`src/rtl/cmd_ram_pkg.sv`:
```
// Shared definitions for the command-driven RAM controller.
// Contents: frame opcode constants, FSM state encoding, and a small max() helper
// that sizes the frame payload.
package cmd_ram_pkg;

    // Frame opcodes carried in the two MSBs of din
    localparam logic [1:0] OP_SET_WR = 2'b00;
    localparam logic [1:0] OP_WRITE  = 2'b01;
    localparam logic [1:0] OP_SET_RD = 2'b10;
    localparam logic [1:0] OP_READ   = 2'b11;

    // IDLE accepts frames; HOLD presents read data until the consumer takes it
    typedef enum logic {
        IDLE = 1'b0,
        HOLD = 1'b1
    } state_t;

    function automatic int max_int(input int a, input int b);
        return (a > b) ? a : b;
    endfunction

endpackage

```
`src/rtl/sp_ram_array.sv`:
```
// Single-port word storage with write enable and registered read port (block-RAM friendly).
// Ports: clk; i_we/i_re enables; i_addr shared address; i_wdat write word; o_rdat registered read word.
// o_rdat updates only on a read enable, so it holds its value between reads. Contents are not reset.
module sp_ram_array #(
    parameter int DATA_W    = 8,
    parameter int ADDR_W    = 8,
    parameter int MEM_DEPTH = 256
) (
    input  logic              clk,
    input  logic              i_we,
    input  logic              i_re,
    input  logic [ADDR_W-1:0] i_addr,
    input  logic [DATA_W-1:0] i_wdat,
    output logic [DATA_W-1:0] o_rdat
);

    logic [DATA_W-1:0] r_mem [MEM_DEPTH];
    logic [DATA_W-1:0] r_rdat;

    // The caller only asserts i_we/i_re for addresses below MEM_DEPTH
    always_ff @(posedge clk) begin
        if (i_we) begin
            r_mem[i_addr] <= i_wdat;
        end
        if (i_re) begin
            r_rdat <= r_mem[i_addr];
        end
    end

    assign o_rdat = r_rdat;

endmodule

```
`src/rtl/cmd_ram_ctrl.sv`:
```
// Command-driven RAM: decodes 2-bit opcode frames into pointer set / write / read operations.
// Ports: clk, rst_n (sync, active-low); din/rx_valid/rx_ready frame input; dout/tx_valid/tx_ready
//        read-data output; err is a sticky out-of-range flag. READ data appears one edge after acceptance.
module cmd_ram_ctrl
    import cmd_ram_pkg::*;
#(
    parameter int  DATA_W    = 8,
    parameter int  ADDR_W    = 8,
    parameter int  MEM_DEPTH = 256,
    parameter int  AUTO_INC  = 1,
    localparam int PAY_W     = max_int(ADDR_W, DATA_W)
) (
    input  logic               clk,
    input  logic               rst_n,
    input  logic [PAY_W+1:0]   din,
    input  logic               rx_valid,
    output logic               rx_ready,
    output logic [DATA_W-1:0]  dout,
    output logic               tx_valid,
    input  logic               tx_ready,
    output logic               err
);

    // One extra bit so MEM_DEPTH == 2**ADDR_W is representable in the range compare
    localparam logic [ADDR_W:0]   DEPTH_L = (ADDR_W + 1)'(MEM_DEPTH);
    localparam logic [ADDR_W-1:0] LAST_L  = ADDR_W'(MEM_DEPTH - 1);

    state_t            r_state;
    logic [ADDR_W-1:0] r_wr_ptr;
    logic [ADDR_W-1:0] r_rd_ptr;
    logic              r_tx_valid;
    logic              r_rx_ready;
    logic              r_err;
    // Forces dout to zero after reset and after an out-of-range read, since the
    // RAM output register itself is never reset
    logic              r_dout_clr;

    logic [1:0]        w_op;
    logic [PAY_W-1:0]  w_pay;
    logic              w_acc;
    logic              w_wr_ok;
    logic              w_rd_ok;
    logic              w_we;
    logic              w_re;
    logic [ADDR_W-1:0] w_addr;
    logic [DATA_W-1:0] w_ram_rdat;

    function automatic logic [ADDR_W-1:0] ptr_next(input logic [ADDR_W-1:0] p);
        return (p == LAST_L) ? '0 : p + ADDR_W'(1);
    endfunction

    assign w_op    = din[PAY_W+1:PAY_W];
    assign w_pay   = din[PAY_W-1:0];
    assign w_acc   = rx_valid && (r_state == IDLE);
    assign w_wr_ok = ({1'b0, r_wr_ptr} < DEPTH_L);
    assign w_rd_ok = ({1'b0, r_rd_ptr} < DEPTH_L);
    assign w_we    = w_acc && (w_op == OP_WRITE) && w_wr_ok;
    assign w_re    = w_acc && (w_op == OP_READ)  && w_rd_ok;
    // Single port: the opcode decides which pointer addresses the array
    assign w_addr  = (w_op == OP_WRITE) ? r_wr_ptr : r_rd_ptr;

    sp_ram_array #(
        .DATA_W    (DATA_W),
        .ADDR_W    (ADDR_W),
        .MEM_DEPTH (MEM_DEPTH)
    ) u_ram (
        .clk    (clk),
        .i_we   (w_we),
        .i_re   (w_re),
        .i_addr (w_addr),
        .i_wdat (w_pay[DATA_W-1:0]),
        .o_rdat (w_ram_rdat)
    );

    always_ff @(posedge clk) begin
        if (!rst_n) begin
            r_state    <= IDLE;
            r_wr_ptr   <= '0;
            r_rd_ptr   <= '0;
            r_tx_valid <= 1'b0;
            r_rx_ready <= 1'b1;
            r_err      <= 1'b0;
            r_dout_clr <= 1'b1;
        end else begin
            case (r_state)
                IDLE: begin
                    if (w_acc) begin
                        case (w_op)
                            OP_SET_WR: r_wr_ptr <= w_pay[ADDR_W-1:0];
                            OP_WRITE: begin
                                if (!w_wr_ok) begin
                                    r_err <= 1'b1;
                                end else if (AUTO_INC != 0) begin
                                    r_wr_ptr <= ptr_next(r_wr_ptr);
                                end
                            end
                            OP_SET_RD: r_rd_ptr <= w_pay[ADDR_W-1:0];
                            default: begin // OP_READ
                                r_state    <= HOLD;
                                r_tx_valid <= 1'b1;
                                r_rx_ready <= 1'b0;
                                if (!w_rd_ok) begin
                                    r_dout_clr <= 1'b1;
                                    r_err      <= 1'b1;
                                end else begin
                                    r_dout_clr <= 1'b0;
                                    if (AUTO_INC != 0) begin
                                        r_rd_ptr <= ptr_next(r_rd_ptr);
                                    end
                                end
                            end
                        endcase
                    end
                end
                HOLD: begin
                    if (tx_ready) begin
                        r_state    <= IDLE;
                        r_tx_valid <= 1'b0;
                        r_rx_ready <= 1'b1;
                    end
                end
                default: r_state <= IDLE;
            endcase
        end
    end

    assign rx_ready = r_rx_ready;
    assign tx_valid = r_tx_valid;
    assign err      = r_err;
    assign dout     = r_dout_clr ? '0 : w_ram_rdat;

endmodule

```
`config.mk`:
```
export PLATFORM = sky130hd
export DESIGN_NAME = cmd_ram_ctrl
export DESIGN_NICKNAME = d
export VERILOG_FILES = /design/src/rtl/cmd_ram_pkg.sv /design/src/rtl/sp_ram_array.sv /design/src/rtl/cmd_ram_ctrl.sv
export SDC_FILE = /design/constraint.sdc
export NUM_CORES = 2
export LEC_CHECK = 0
export ABC_AREA = 1
export BUFFER_PORTS_ARGS = -buffer_cell sky130_fd_sc_hd__buf_2
export CAP_MARGIN = 10
export CORE_MARGIN = 2
export CORE_UTILIZATION = 60
export DETAILED_ROUTE_END_ITERATION = 8
export PLACE_DENSITY_LB_ADDON = 0.1
export SYNTH_ARGS = -nofsm -noshare
export SYNTH_HDL_FRONTEND = slang
export SYNTH_SLANG_ARGS = --single-unit
```
`constraint.sdc`:
```
create_clock -name clk -period 6.7 [get_ports clk]
set_clock_uncertainty 0.2 [all_clocks]
set_input_delay 2.01 -clock clk [delete_from_list [all_inputs] [get_ports clk]]
set_output_delay 2.01 -clock clk [all_outputs]
set_load 0.05 [all_outputs]
```
==> key figures <==
Placement
  – IO buf count: 23
  – DP HPWL: 137 mm
  – Placer's final routability congestion estimate: 0.907
  – Placed Area: 92000 um^2
  – Placed Cells: 10500

STA
  – Tmin final: 5.74 ns
  – RSZ-0062 raised after global routing: false
  – Fmax: 174 MHz
  – Setup TNS: 0 ns
  – Final worst path period share: 85.7%
  – Setup violators final: 0
  – Max-slew violations: 0
  – Max-slew headroom: 21.9%
  – Slew @ Worst Pin: 1.17 ns
  – Final Hold Viols: 0

Worst hold path
  – Worst Hold Launch: tx_valid
  – Hold crit path type: reg2reg

Clock network
  – Clock latency on the worst-skew pair: 0.83 ns
  – Maximum clock path buffer count: 3
  – Hold buffers post-CTS: 0
  – H-Tree Depth: 4
  – Post-CTS setup buffer count: 0
  – TritonCTS Buffers: 205
  – Post-CTS sizing: 0
  – Root Driver: clkbuf_16
  – CTS tree: built
  – Clock slew at reported path FFs: 0.06 ns
  – CTS Sinks: 2076

Power
  – Leakage power: 40.4 nW
  – Design Power: 28.3 mW
  – PwrDens: 287 nW/um^2
  – Peak VDD IR: 273 uV

Routing
  – Via density: 5.74
  – Wire per inst: 22.3 um
  – 1st-iter DRT viols: 7211
  – DRC: 0
  – DR vias: 62300
  – Routed WL: 242 mm
  – First-pass DRT Iterations: 7
  – ANT nets after route: 0

Yosys
  – Mapped cell area: 88400 um^2
  – YS warnings: 0
  – Register area share after synthesis: 70.3%
  – EDFF count, synth: 2056
  – Synth Flop Type: edfxtp_1
  – Top-area cell type share of the netlist area: 69.9%
  – Top cells by area, synth: edfxtp_1 70%, nand2_1 21%, nand3_1 3.0%
  – Post-synth ARST share: 0%
  – Post-synth cell types: 35
  – Number of synthesized register bits: 2076
  – Synthesized Nets: 8726
  – Area leader, netlist: edfxtp_1
  – Post-Syn Instances: 8710
  – Syn Area/Cell: 10.1 um^2

Flow run
  – Max Cap Violations: 0

Setup path
  – Startpoint Class: input port
  – Setup crit end kind: register
  – Required time of the critical path: 7.07 ns
  – CP max FO: 107
  – Worst Setup SP: din[9]
  – R2r startpoint: r_wr_ptr[0]
  – Arrival time worst endpoint: 6.11 ns
  – WS Path Type: in2reg

Floorplanning
  – Starting Density: 60.6%
  – Die width: 388 um
  – # IOs: 25
  – Cell Rows: 140
  – Core box area: 146000 um^2
  – Die ar.: 150000 um^2
  – Die Y: 388 um

GRT
  – Vias in the first global route: 59000
  – Total track usage: 32.1%
  – Initial antenna violation count: 6
  – Largest net degree at the start of global routing: 173
  – Overflow after GRT: 0
  – First-pass GRT wire length: 363 mm

Finish
  – Non-Filler Cell Area, Final: 98500 um^2
  – Post-layout util: 67.5%
  – Nets: 8782
  – Area delta synth->final: 11.4%
  – Layout Cells excl Fill: 10900
  – Share of layout cells above drive strength 1: 7.52%

Run status
  – Outcome: completed
through the flow:
step	hold WS [ns]	setup WS, ns
6_report	0.249	0.961
5_1_grt	0.266	0.808
4_1_cts	0.249	1.05
3_5_place_dp	0.236	0.170
3_3_place_gp	0.240	0.187
2_1_floorplan	0.256	2.30
state kept, by name (all words and copies together), names as in the netlist:
register,count
rx_ready,1
r_wr_ptr,8
u_ram.r_mem,2048
r_dout_clr,1
u_ram.o_rdat,8
r_state,1
r_rd_ptr,8
tx_valid,1
synth_stat cells, drive strengths merged, types with 3 or more instances:
master	n
nor3	8
edfxtp	2056
o31ai	3
a221oi	8
buf	262
a31oi	3
a21oi	16
o21ai	145
clkbuf	240
dfxtp	20
nand3	524
nand2	4995
inv	45
nor2	372
routing by layer:
layer  vias up  track usage, %  wire length (um)
met2      3269            49.7            110000
met5         -               0                22
met3       436            6.27             26200
li1      28800               -                 -
met4         4            9.10              6820
met1     29700            46.6             98200
cells by family after synthesis:
family	share of synthesized area, %
xor+xnor	0.00991
compound gates	1.10
flops	70.3
simple gates	25.9
other cells	0.00424
buf+inv	2.66
fa+ha+maj	0.0283
worst paths after layout:
| path | end | slack (ns) | depth (start not counted) |
|---|---|---|---|
| max | u_ram.o_rdat[4] | 0.96 | 17 |
| min | tx_valid | 0.25 | 2 |
| max reg2reg | u_ram.o_rdat[3] | 2.08 | 18 |
| min reg2reg | tx_valid | 0.25 | 2 |
layout make-up:
class | instances | area (um^2)
flip-flops and latches | 2076 | 62100
fillers | 11000 | 47400
multi-input cells | 6087 | 24000
clock buffers | 250 | 5410
repair buffers | 351 | 3240
well taps | 1917 | 2400
clock inverters | 122 | 1080
inverters | 45 | 184
diodes | 3 | 7.51
placed cells by master (no fill, tap or decap), drive strengths merged:
master and n:
a211oi 2, a21oi 16, a221oi 8, a31oi 3, buf 351, bufinv 19, clkbuf 250, clkinv 92
clkinvlp 5, conb 1, dfxtp 20, diode 3, edfxtp 2056, ha 2, inv 51, nand2 4995
nand3 524, nand4 1, nor2 372, nor3 8, o21a 2, o21ai 145, o221a 1, o22ai 1
o31ai 3, or2 2, xor2 1
worst max-delay path: stages:
cell and delay, ns:
buf_2 0.11, inv_2 0.10, nand2_2 0.16, buf_4 0.25, o21ai_4 0.80, inv_8 0.52, buf_12 0.37, nand2_1 0.10
nand2_1 0.06, nand2_1 0.06, nand2_1 0.10, o21ai_1 0.31, nand2_1 0.22, nor2_1 0.32, nor2_1 0.07, nor2_1 0.34
nand2_1 0.11
power by group:
part	internal, mW	switching [mW]	leakage [nW]
sequential	14.3	0.0141	18.6
clock	6.43	4.84	3.16
combinational	0.656	2.07	18.5
total	21.4	6.92	40.4
Power figures use the tool's default switching activity.
